### src/rtl/bricks_pkg.sv
// Shared Bricks game definitions: screen geometry, fixed-point format and
// the bonus object state encoding.
package bricks_pkg;

  localparam int unsigned COORD_W       = 11;
  localparam int unsigned FRAC_BITS     = 6;
  localparam int unsigned FP_W          = COORD_W + FRAC_BITS;
  localparam int unsigned SCREEN_WIDTH  = 640;
  localparam int unsigned SCREEN_BOTTOM = 479;

  typedef enum logic {
    IDLE    = 1'b0,
    FALLING = 1'b1
  } bonus_state_t;

endpackage

### src/rtl/bonus_move.sv
// Falling bonus object: spawned at a broken brick, falls once per frame with
// fixed-point acceleration until caught by the paddle or it leaves the screen.
module bonus_move
  import bricks_pkg::*;
#(
  parameter int unsigned FIXED_POINT_MULTIPLIER = 64,
  parameter int unsigned INITIAL_SPEED_Y        = 64,
  parameter int unsigned ACCEL_Y                = 8,
  parameter int unsigned MAX_SPEED_Y            = 256,
  parameter int unsigned OBJECT_HEIGHT          = 16
) (
  input  logic               clk,
  input  logic               resetN,
  input  logic               startOfFrame,
  input  logic               spawn,
  input  logic [COORD_W-1:0] spawnX,
  input  logic [COORD_W-1:0] spawnY,
  input  logic               collisionPaddle,
  input  logic               pause,
  output logic [COORD_W-1:0] topLeftMoveX,
  output logic [COORD_W-1:0] topLeftMoveY,
  output logic               preStart,
  output logic               bonusActive,
  output logic               caught,
  output logic               missed
);

  localparam int unsigned SUM_W      = FP_W + 1;
  localparam int unsigned MISS_LIMIT = SCREEN_BOTTOM - OBJECT_HEIGHT;

  bonus_state_t        state_q, state_d;
  logic [COORD_W-1:0]  x_q, x_d;
  logic [FP_W-1:0]     y_q, y_d;
  logic [FP_W-1:0]     speed_q, speed_d;
  logic                caught_q, caught_d;
  logic                missed_q, missed_d;
  logic                pre_start_q, pre_start_d;
  logic                bonus_active_q, bonus_active_d;

  logic [SUM_W-1:0]    new_y;
  logic [FP_W-1:0]     speed_inc;

  // Next-state and datapath; collision outranks the per-frame move
  always_comb begin
    state_d   = state_q;
    x_d       = x_q;
    y_d       = y_q;
    speed_d   = speed_q;
    caught_d  = 1'b0;
    missed_d  = 1'b0;
    new_y     = SUM_W'(y_q) + SUM_W'(speed_q);
    speed_inc = speed_q + FP_W'(ACCEL_Y);

    unique case (state_q)
      IDLE: begin
        if (spawn) begin
          x_d     = spawnX;
          y_d     = FP_W'(spawnY) << FRAC_BITS;
          speed_d = FP_W'(INITIAL_SPEED_Y);
          state_d = FALLING;
        end
      end
      FALLING: begin
        if (collisionPaddle) begin
          caught_d = 1'b1;
          state_d  = IDLE;
        end else if (startOfFrame && !pause) begin
          y_d = new_y[FP_W-1:0];
          if ((new_y >> FRAC_BITS) > SUM_W'(MISS_LIMIT)) begin
            missed_d = 1'b1;
            state_d  = IDLE;
          end else if (speed_inc > FP_W'(MAX_SPEED_Y)) begin
            speed_d = FP_W'(MAX_SPEED_Y);
          end else begin
            speed_d = speed_inc;
          end
        end
      end
      default: state_d = IDLE;
    endcase

    pre_start_d    = (state_d == IDLE);
    bonus_active_d = (state_d == FALLING);
  end

  always_ff @(posedge clk) begin
    if (!resetN) begin
      state_q        <= IDLE;
      x_q            <= '0;
      y_q            <= '0;
      speed_q        <= FP_W'(INITIAL_SPEED_Y);
      caught_q       <= 1'b0;
      missed_q       <= 1'b0;
      pre_start_q    <= 1'b1;
      bonus_active_q <= 1'b0;
    end else begin
      state_q        <= state_d;
      x_q            <= x_d;
      y_q            <= y_d;
      speed_q        <= speed_d;
      caught_q       <= caught_d;
      missed_q       <= missed_d;
      pre_start_q    <= pre_start_d;
      bonus_active_q <= bonus_active_d;
    end
  end

  assign topLeftMoveX = x_q;
  assign topLeftMoveY = y_q[FP_W-1:FRAC_BITS];
  assign preStart     = pre_start_q;
  assign bonusActive  = bonus_active_q;
  assign caught       = caught_q;
  assign missed       = missed_q;

endmodule

### config.mk
export PLATFORM = sky130hd
export DESIGN_NAME = bonus_move
export DESIGN_NICKNAME = d
export VERILOG_FILES = /design/src/rtl/bricks_pkg.sv /design/src/rtl/bonus_move.sv
export SDC_FILE = /design/constraint.sdc
export NUM_CORES = 1
export LEC_CHECK = 0
export BUFFER_PORTS_ARGS = -buffer_cell sky130_fd_sc_hd__buf_2
export CAP_MARGIN = 30
export CORE_UTILIZATION = 49
export CTS_BUF_LIST = sky130_fd_sc_hd__clkbuf_16
export DETAILED_ROUTE_END_ITERATION = 8
export GPL_TIMING_DRIVEN = 0
export PLACE_DENSITY_LB_ADDON = 0.1
export SLEW_MARGIN = 20
export SYNTH_ARGS = -nofsm -noshare
export SYNTH_HDL_FRONTEND = slang
export SYNTH_SLANG_ARGS = --single-unit
export TNS_END_PERCENT = 50
### constraint.sdc
create_clock -name clk -period 2.6 [get_ports clk]
set_input_delay 0.52 -clock clk [delete_from_list [all_inputs] [get_ports clk]]
set_output_delay 0.52 -clock clk [all_outputs]
set_load 0.05 [all_outputs]
## Word level (Yosys, flattened, before mapping)

Index checks and enable logic that the tools add are counted.

| operators by class | value |
|---|---|
| add/sub/neg operators | 2 |
| magnitude comparators | 2 |
| eq/ne operators | 4 |
| muxes and demuxes | 17 |
| bitwise logic cells | 4 |
| reduce and logical (&&, ||, !) cells | 7 |

Operators with widths:

| cell | count |
|---|---|
| $mux 17 | 8 |
| $pmux 17 s2 | 2 |
| $add 17x17->18 | 1 |
| $add 17x4->17 const B | 1 |
| $gt 17x9->1 const B | 1 |
| $gt 12x9->1 const B | 1 |
| $mux 1 | 6 |
| $ne 2x2->1 const B | 3 |
| $not 1->1 | 4 |
| $reduce_and 2->1 | 2 |
| $reduce_and 4->1 | 1 |
| $reduce_or 4->1 | 1 |
| $reduce_and 3->1 | 1 |
| $ne 2x1->1 const B | 1 |
| $pmux 1 s2 | 1 |
| $logic_and 1x1->1 | 1 |
| $logic_not 1->1 | 1 |

| storage, ports and cells | value |
|---|---|
| bits in registers | 49 |
| input bits | 28 |
| output and inout bits | 26 |
| word-level logic and storage cells | 43 |

## Logic depth before layout (Yosys ltp)

Gate-level depths: netlist (run 1).

| logic depth | value |
|---|---|
| word-level depth | 7 |
| depth in mapped cells | 10 |

## Worst setup path before layout (run 1)

Ideal clock, no wire load.

| timing | value |
|---|---|
| path type | register to register |
| start point | register speed_q[4] |
| end point | register speed_q[7] |
| setup time | 0.115 ns |
| data arrival time | 2.488 ns |
| data required time | 2.485 ns |
| setup slack | -0.004 ns |
| cell stages (with the launch flop) | 10 |
| buffers on the path | 1 |
| clock period less this slack | 2.604 ns |
| path through | dfxtp_1 > ha_1 > a211oi_2 > or3_4 > nand3_4 > or4_4 > a41o_4 > a21o_4 > buf_6 > a31o_1 |

| between the ends | value |
|---|---|
| word-level cells in the longest chain between the ends | 7 |
| elaborated cells between the ends (all ways) | 11 |

Ends and longest elaborated chain:

| item | RTL line | RTL |
|---|---|---|
| from (decl) | bonus_move.sv:34 | `logic [FP_W-1:0] speed_q, speed_d;` |
| from (signal assigned) | bonus_move.sv:91 | `speed_q <= FP_W'(INITIAL_SPEED_Y);` |
| from (signal assigned) | bonus_move.sv:100 | `speed_q <= speed_d;` |
| $add 17x4->17 | bonus_move.sv:52 | `speed_inc = speed_q + FP_W'(ACCEL_Y);` |
| $gt 17x9->1 | bonus_move.sv:72 | `end else if (speed_inc > FP_W'(MAX_SPEED_Y)) begin` |
| $mux 17 | bonus_move.sv:72 |  |
| $mux 17 | bonus_move.sv:69 | `if ((new_y >> FRAC_BITS) > SUM_W'(MISS_LIMIT)) begin` |
| $mux 17 | bonus_move.sv:67 | `end else if (startOfFrame && !pause) begin` |
| $mux 17 | bonus_move.sv:64 | `if (collisionPaddle) begin` |
| $pmux 17 s2 | bonus_move.sv:54 | `unique case (state_q)` |

Parallel ways exist; a longest one is shown, timed or not. The select of a mux whose other input is x is not followed.
A chain may end at the register's enable or synchronous reset.

## Worst setup path after layout (run 1)

| timing | value |
|---|---|
| start point | register speed_q[5] |
| end point | register speed_q[14] |

Same word-level chain as after synthesis.

==> results.toml, run 1 <==
[status]
status = "finished with violations"
violations = "setup timing"

[cts]
cts_tree = "done"
cts.clk_slew.worst_paths_ns = 0.06
worstSkewPairLatency_ns = 0.29
cts_sinks = 43
cts_buffers = 5
htreeDepth = 2
clockBufferDepth = 2
ctsRootBufferMaster = "clkbuf_16"

[layout]
antennaDiodeCount = 0
final_nets = 428
postLayoutCoreUtil_pct = 67.15
drive_gt1_share_pct = 36.27
area_delta_synth_final_pct = 32.35
fill_cells = 436
layout_common_cells = "53 x buf_2, 41 x nand2_1, 31 x dfxtp_1, 27 x a21oi_1, 24 x buf_4"
final_common_cell = "buf_2"

[sta]
hold_violations = 0
skew_ns = 0.006019
setup_slack_ns = -0.02414
grt_setup_unrepaired = "yes"
slew_viol_final = 0
post-route-period-util_pct = 100.9
clock.fmax_mhz = 381.1
max_slew_margin_pct = 49.10
tightest_slew_ns = 0.7607
period_needed_ns = 2.624
setup_viol = 9

[setup_path]
cp.arrival_ns = 2.80
startpoint_type = "register"
crit_fanout = 5
cp.required_ns = 2.78
reg2reg_to = "speed_q[14]$_SDFFE_PN0P_"
crit_family = "compound AO/OA/AOI/OAI gates"
end_kind = "register"
crit_path_max_incr_delay_ns = 0.42
ff2ff_path_depth = 10
crit_buf_inv = 1
cp_slowest_cell = "or3_4"
crit_type = "reg2reg"
r2r-start = "speed_q[5]$_SDFFE_PN0P_"
r2r_slack_ns = -0.02
path_cells = "ha_4 -> o21ai_2 -> or3_4 -> a211oi_4 -> nor3_2 -> xnor2_2 -> a41o_4 -> a21o_4 -> buf_6 -> and3_4"

[pwr]
switching_power_mw = 0.5363
swShare_pct = 31.27
comb_power_share_pct = 23.1
irDropWorstVdd_uv = 277.1
pwr-share-seq_pct = 41.2
p_clk_share_pct = 35.7
leakage_nw = 1.449
p_int_mw = 1.179
powerDensity_nw_per_um2 = 500.1
p_total_mw = 1.715

[die]
initial_core_util_pct = 50.73
fp.dieArea_um2 = 5583
num_io_pins = 54
fp.dieW_um = 74.72
num_rows = 26
coreArea_um2 = 5107
die-height_um = 74.72

[synthesis]
yosysWarnings = 0
synth-main-ff-cell = "dfxtp_1"
synth_fp_nets = 353
syn_area_um2 = 2591
synth_edf_count = 0
ys_seq_area_share_pct = 33.22
syn_area_per_cell_um2 = 8.359
synthDistinctLibCells = 53
ys_ff_latch = 43
synth_cells = 310
async_flop_share_pct = 0

[detailed_routing]
wl_um = 7130
drc = 0
first_iter_violations = 145
wl_per_cell_um = 15.64
detail-route-antenna-nets = 0
vias = 2559
first_pass_iters = 4
vias_per_cell = 5.612

[global_route]
grtUsageTotal_pct = 25.18
globalRouteOverflowTotal = 0
first_global_vias = 2131
grt_pass1_wl_um = 10540
grt_start_max_net_pins = 14
antenna_found_initial = 0

[placed_design]
portBuffers = 53
gp_congestion = 0.8161
dp_hpwl_um = 4883

[worst_hold_path]
whs_path_depth = 2
hp-start = "topLeftMoveX[6]$_SDFFE_PN0P_"
holdPathEnd = "topLeftMoveX[6]$_SDFFE_PN0P_"
hold_class = "reg2reg"

[flow_run]
cap_violations = 0
-- stage by stage --
| stage | std cells | worst slack (ns) | TNS [ns] | cell area (um^2) | hold WS (ns) |
|---|---|---|---|---|---|
| final | 456 | -0.02414 | -0.1285 | 3430 | 0.4552 |
| after global placement | 433 | -0.1614 | -1.487 | 2945 | 0.4396 |
| after CTS | 452 | 0.009296 | 0 | 3284 | 0.4556 |
| after global routing | 456 | -0.06168 | -0.6991 | 3430 | 0.4731 |
| after detailed placement | 433 | -0.1822 | -1.802 | 2945 | 0.4470 |
| after floorplan | 310 | 0.05530 | 0 | 2592 | 0.4478 |
-- worst reg2reg max path, stage by stage (launching register included) --
cell and delay [ns]:
dfxtp_4 0.37, ha_4 0.28, o21ai_2 0.06, or3_4 0.42, a211oi_4 0.29, nor3_2 0.10
xnor2_2 0.16, a41o_4 0.31, a21o_4 0.23, buf_6 0.13, and3_4 0.17
-- worst max-delay path by stage --
stage | from | to | slack [ns] | cells past startpoint
3_3_place_gp | speed_q[3]$_SDFFE_PN0P_ | speed_q[5]$_SDFFE_PN0P_ | -0.16 | 9
3_5_place_dp | speed_q[11]$_SDFFE_PN0P_ | speed_q[7]$_SDFFE_PN0P_ | -0.18 | 10
4_1_cts | y_q[4]$_SDFFE_PN0P_ | speed_q[7]$_SDFFE_PN0P_ | 0.009 | 9
5_1_grt | speed_q[9]$_SDFFE_PN0P_ | speed_q[14]$_SDFFE_PN0P_ | -0.06 | 10
2_1_floorplan | speed_q[4]$_SDFFE_PN0P_ | speed_q[7]$_SDFFE_PN0P_ | 0.06 | 9
6_report | speed_q[5]$_SDFFE_PN0P_ | speed_q[14]$_SDFFE_PN0P_ | -0.02 | 10
-- cell type report --
class                      instances  area (um^2)  share of cell area, %
timing repair buffer              68        385.4                  11.24
buffer                            24        141.4                  4.123
tap                               70        87.58                  2.554
clock buffer                       5        125.1                  3.648
inverter                           5        18.77                 0.5472
clock inverter                     3        16.27                 0.4743
sequential                        43        890.9                  25.98
multi-input combinational        238         1764                  51.44
-- cell families (layout without fill, tap and decap cells) --
kind of cell               count (synthesis)  in the layout  synth area share (%)
and+or+nand+nor                          123            123                 24.92
buffers and inverters                     29            105                 6.084
DFF                                       43             43                 33.22
adders and majority gates                 15             15                 7.243
AOI/OAI and AO/OA                         81             81                 21.73
muxes                                      8              8                 3.090
xor gates and xnor gates                  11             11                 3.718
-- power by group through the flow --
| stage | combinational, mW | clock (mW) | sequential (mW) |
|---|---|---|---|
| final | 0.397 | 0.612 | 0.706 |
| after floorplan | 0.228 | 0 | 0.764 |
| after global routing | 0.428 | 0.649 | 0.710 |
| after CTS | 0.377 | 0.618 | 0.707 |
| after detailed placement | 0.359 | 0 | 0.724 |
| after global placement | 0.354 | 0 | 0.723 |
-- repair_timing --
item,CTS,global route
hold buffers,0,0
pin swaps,11,12
gates resized for setup,25,29
setup endpoints to repair,16,16
cloned,0,1
setup buffers,11,3
-- cell usage after synthesis, types with 2 or more instances --
cell type / number / area, um^2
nand3b_1: 3 / 22.52
nor2_1: 17 / 63.81
and3_1: 11 / 68.82
a31o_1: 3 / 26.28
or4_1: 3 / 22.52
nand4_1: 6 / 37.54
a31o_2: 2 / 17.52
nor2b_1: 4 / 25.02
nor3_1: 8 / 40.04
xor2_1: 7 / 61.31
nand3_1: 8 / 40.04
clkbuf_1: 11 / 41.29
dfxtp_1: 43 / 860.8
o21a_1: 3 / 22.52
a211oi_2: 2 / 25.02
a21oi_1: 28 / 140.1
o21ai_0: 10 / 50.05
buf_4: 11 / 82.58
a21oi_2: 2 / 17.52
o211ai_1: 2 / 15.01
nor4_1: 5 / 31.28
nor3b_1: 3 / 22.52
ha_1: 15 / 187.7
xnor2_1: 4 / 35.03
nand2b_1: 4 / 25.02
inv_1: 5 / 18.77
a31oi_1: 5 / 31.28
o31ai_1: 2 / 15.01
mux2i_1: 8 / 80.08
nand2_1: 42 / 157.7
and4_1: 2 / 17.52
a211oi_1: 10 / 75.07
-- metal layers --
layer / track usage, % / vias up / part of all wire [%]
li1: - / 1281 / -
met1: 34.95 / 1212 / 46
met2: 40.04 / 55 / 48
met3: 4.552 / 11 / 4.4
met4: 7.128 / 0 / 1.5
met5: 0 / - / 0
-- flip-flops by register name (all words and copies together) (netlist names) --
signal	count
caught	1
bonusActive	1
y_q	14
topLeftMoveX	11
preStart	1
missed	1
speed_q	14
(Power assumes the default switching activity.)
==> run 2: changes to the inputs <==
Settings changed: TNS_END_PERCENT 50 to 100.
==> run 2 against run 1 <==
  * The flow still finishes with violations (setup timing)
  * Clock skew fell by 0.00055 ns
  * Clock power barely moved
  * Clock-buffer cell count did not move
  * Combinational power barely moved
  * Critical path depth did not move
  * Power barely moved
  * Sequential power barely moved
  * Flip-flop and latch count did not move
  * Worst setup slack improved by 0.0068 ns
  * Global-route usage did not move
  * Via count rose by 0.16%
  * First-iteration DRC count fell by 14%
==> results.toml, run 2 (synthesized netlist as in run 1, its figures left out) <==
[pwr]
switching_power_mw = 0.5341
irDropWorstVdd_uv = 276.8
pwr-share-seq_pct = 41.2
powerDensity_nw_per_um2 = 496.9
swShare_pct = 31.16
p_clk_share_pct = 35.6
p_int_mw = 1.180
comb_power_share_pct = 23.2
p_total_mw = 1.714
leakage_nw = 1.457

[sta]
slew_viol_final = 0
period_needed_ns = 2.617
setup_viol = 8
skew_ns = 0.005473
whs_ns = 0.4536
max_slew_margin_pct = 49.24
setup_slack_ns = -0.01739
post-route-period-util_pct = 100.7
grt_setup_unrepaired = "yes"
tightest_slew_ns = 0.7586
hold_violations = 0
setup_tns_ns = -0.07221
clock.fmax_mhz = 382.1

[cts]
ctsRootBufferMaster = "clkbuf_16"
cts_buffers = 5
worstSkewPairLatency_ns = 0.28
cts_tree = "done"
cts_hold_buf = 0
htreeDepth = 2
cts.clk_slew.worst_paths_ns = 0.06
cts_sinks = 43
clockBufferDepth = 2

[setup_path]
crit_type = "reg2reg"
cp.arrival_ns = 2.79
crit_family = "compound AO/OA/AOI/OAI gates"
crit_fanout = 5
end_kind = "register"
crit_buf_inv = 1
crit_path_max_incr_delay_ns = 0.41
path_cells = "ha_4 -> nand3_2 -> or3_4 -> a211oi_4 -> nor3_2 -> xnor2_2 -> a41o_4 -> a21o_4 -> buf_6 -> and3_4"
cp_slowest_cell = "or3_4"
cp.required_ns = 2.78
startpoint_type = "register"

[layout]
layout_common_cells = "53 x buf_2, 41 x nand2_1, 31 x dfxtp_1, 27 x a21oi_1, 26 x buf_4"
layoutNonFillerInstCount = 458
area_delta_synth_final_pct = 33.12
final_area_um2 = 3450
fill_cells = 431
postLayoutCoreUtil_pct = 67.54
final_common_cell = "buf_2"
final_nets = 430
antennaDiodeCount = 0
drive_gt1_share_pct = 36.86

[detailed_routing]
first_pass_iters = 4
vias_per_cell = 5.596
vias = 2563
drc = 0
first_iter_violations = 125
wl_um = 7058
wl_per_cell_um = 15.41
detail-route-antenna-nets = 0

[placed_design]
dp.cells = 433
gp_congestion = 0.8161
dp_slack_ns = -0.1822
dp_hpwl_um = 4883
placed_area_um2 = 2945
portBuffers = 53

[status]
violations = "setup timing"
status = "finished with violations"

[die]
die-height_um = 74.72
fp.dieArea_um2 = 5583
coreArea_um2 = 5107
num_rows = 26
initial_core_util_pct = 50.73
fp.dieW_um = 74.72
num_io_pins = 54

[flow_run]
cap_violations = 0

[global_route]
antenna_found_initial = 0
grt_start_max_net_pins = 14
grt_pass1_wl_um = 10540
first_global_vias = 2131
grtUsageTotal_pct = 25.18
globalRouteOverflowTotal = 0

[worst_hold_path]
hold_class = "reg2reg"
## run 2: timing repair
item	CTS	global route
cloned	0	1
pin swaps	11	15
gates resized for setup	25	30
setup buffers	11	5
endpoints found under the setup margin	16	16
## run 2: layout make-up
| class | count | area, um^2 | area share (%) |
|---|---|---|---|
| timing repair buffer | 70 | 400.4 | 11.61 |
| inverter | 5 | 18.77 | 0.5441 |
| clock buffer | 5 | 125.1 | 3.627 |
| sequential | 43 | 890.9 | 25.83 |
| multi-input combinational | 238 | 1769 | 51.29 |
| buffer | 24 | 141.4 | 4.099 |
| clock inverter | 3 | 16.27 | 0.4715 |
| tap | 70 | 87.58 | 2.539 |
## run 2: power groups by stage
stage / Combinational [mW] / Sequential (mW) / Clock (mW)
after floorplan: 0.228 / 0.764 / 0
after global placement: 0.354 / 0.723 / 0
after detailed placement: 0.359 / 0.724 / 0
after CTS: 0.377 / 0.707 / 0.618
after global routing: 0.428 / 0.710 / 0.649
final: 0.397 / 0.707 / 0.611
## run 2: worst paths after layout
path / startpoint / end / slack (ns) / cells after the start
hold reg to reg: topLeftMoveX[6]$_SDFFE_PN0P_ / topLeftMoveX[6]$_SDFFE_PN0P_ / 0.45 / 2
setup reg to reg: speed_q[9]$_SDFFE_PN0P_ / speed_q[14]$_SDFFE_PN0P_ / -0.02 / 10
hold / removal: topLeftMoveX[6]$_SDFFE_PN0P_ / topLeftMoveX[6]$_SDFFE_PN0P_ / 0.45 / 2
setup / recovery: speed_q[9]$_SDFFE_PN0P_ / speed_q[14]$_SDFFE_PN0P_ / -0.02 / 10
## run 2: per-layer routing
metal  GRT usage (%)  up-vias  share of wire (%)
li1                -     1286                  -
met1           34.95     1199                 47
met2           40.04       68                 47
met3           4.552       10                4.0
met4           7.128        0                1.5
met5               0        -                  0
## run 2: tightest hold or removal path, cell delays in order (launching register included)
cell,delay (ns)
dfxtp_1,0.31
nand2_1,0.05
a21oi_1,0.05
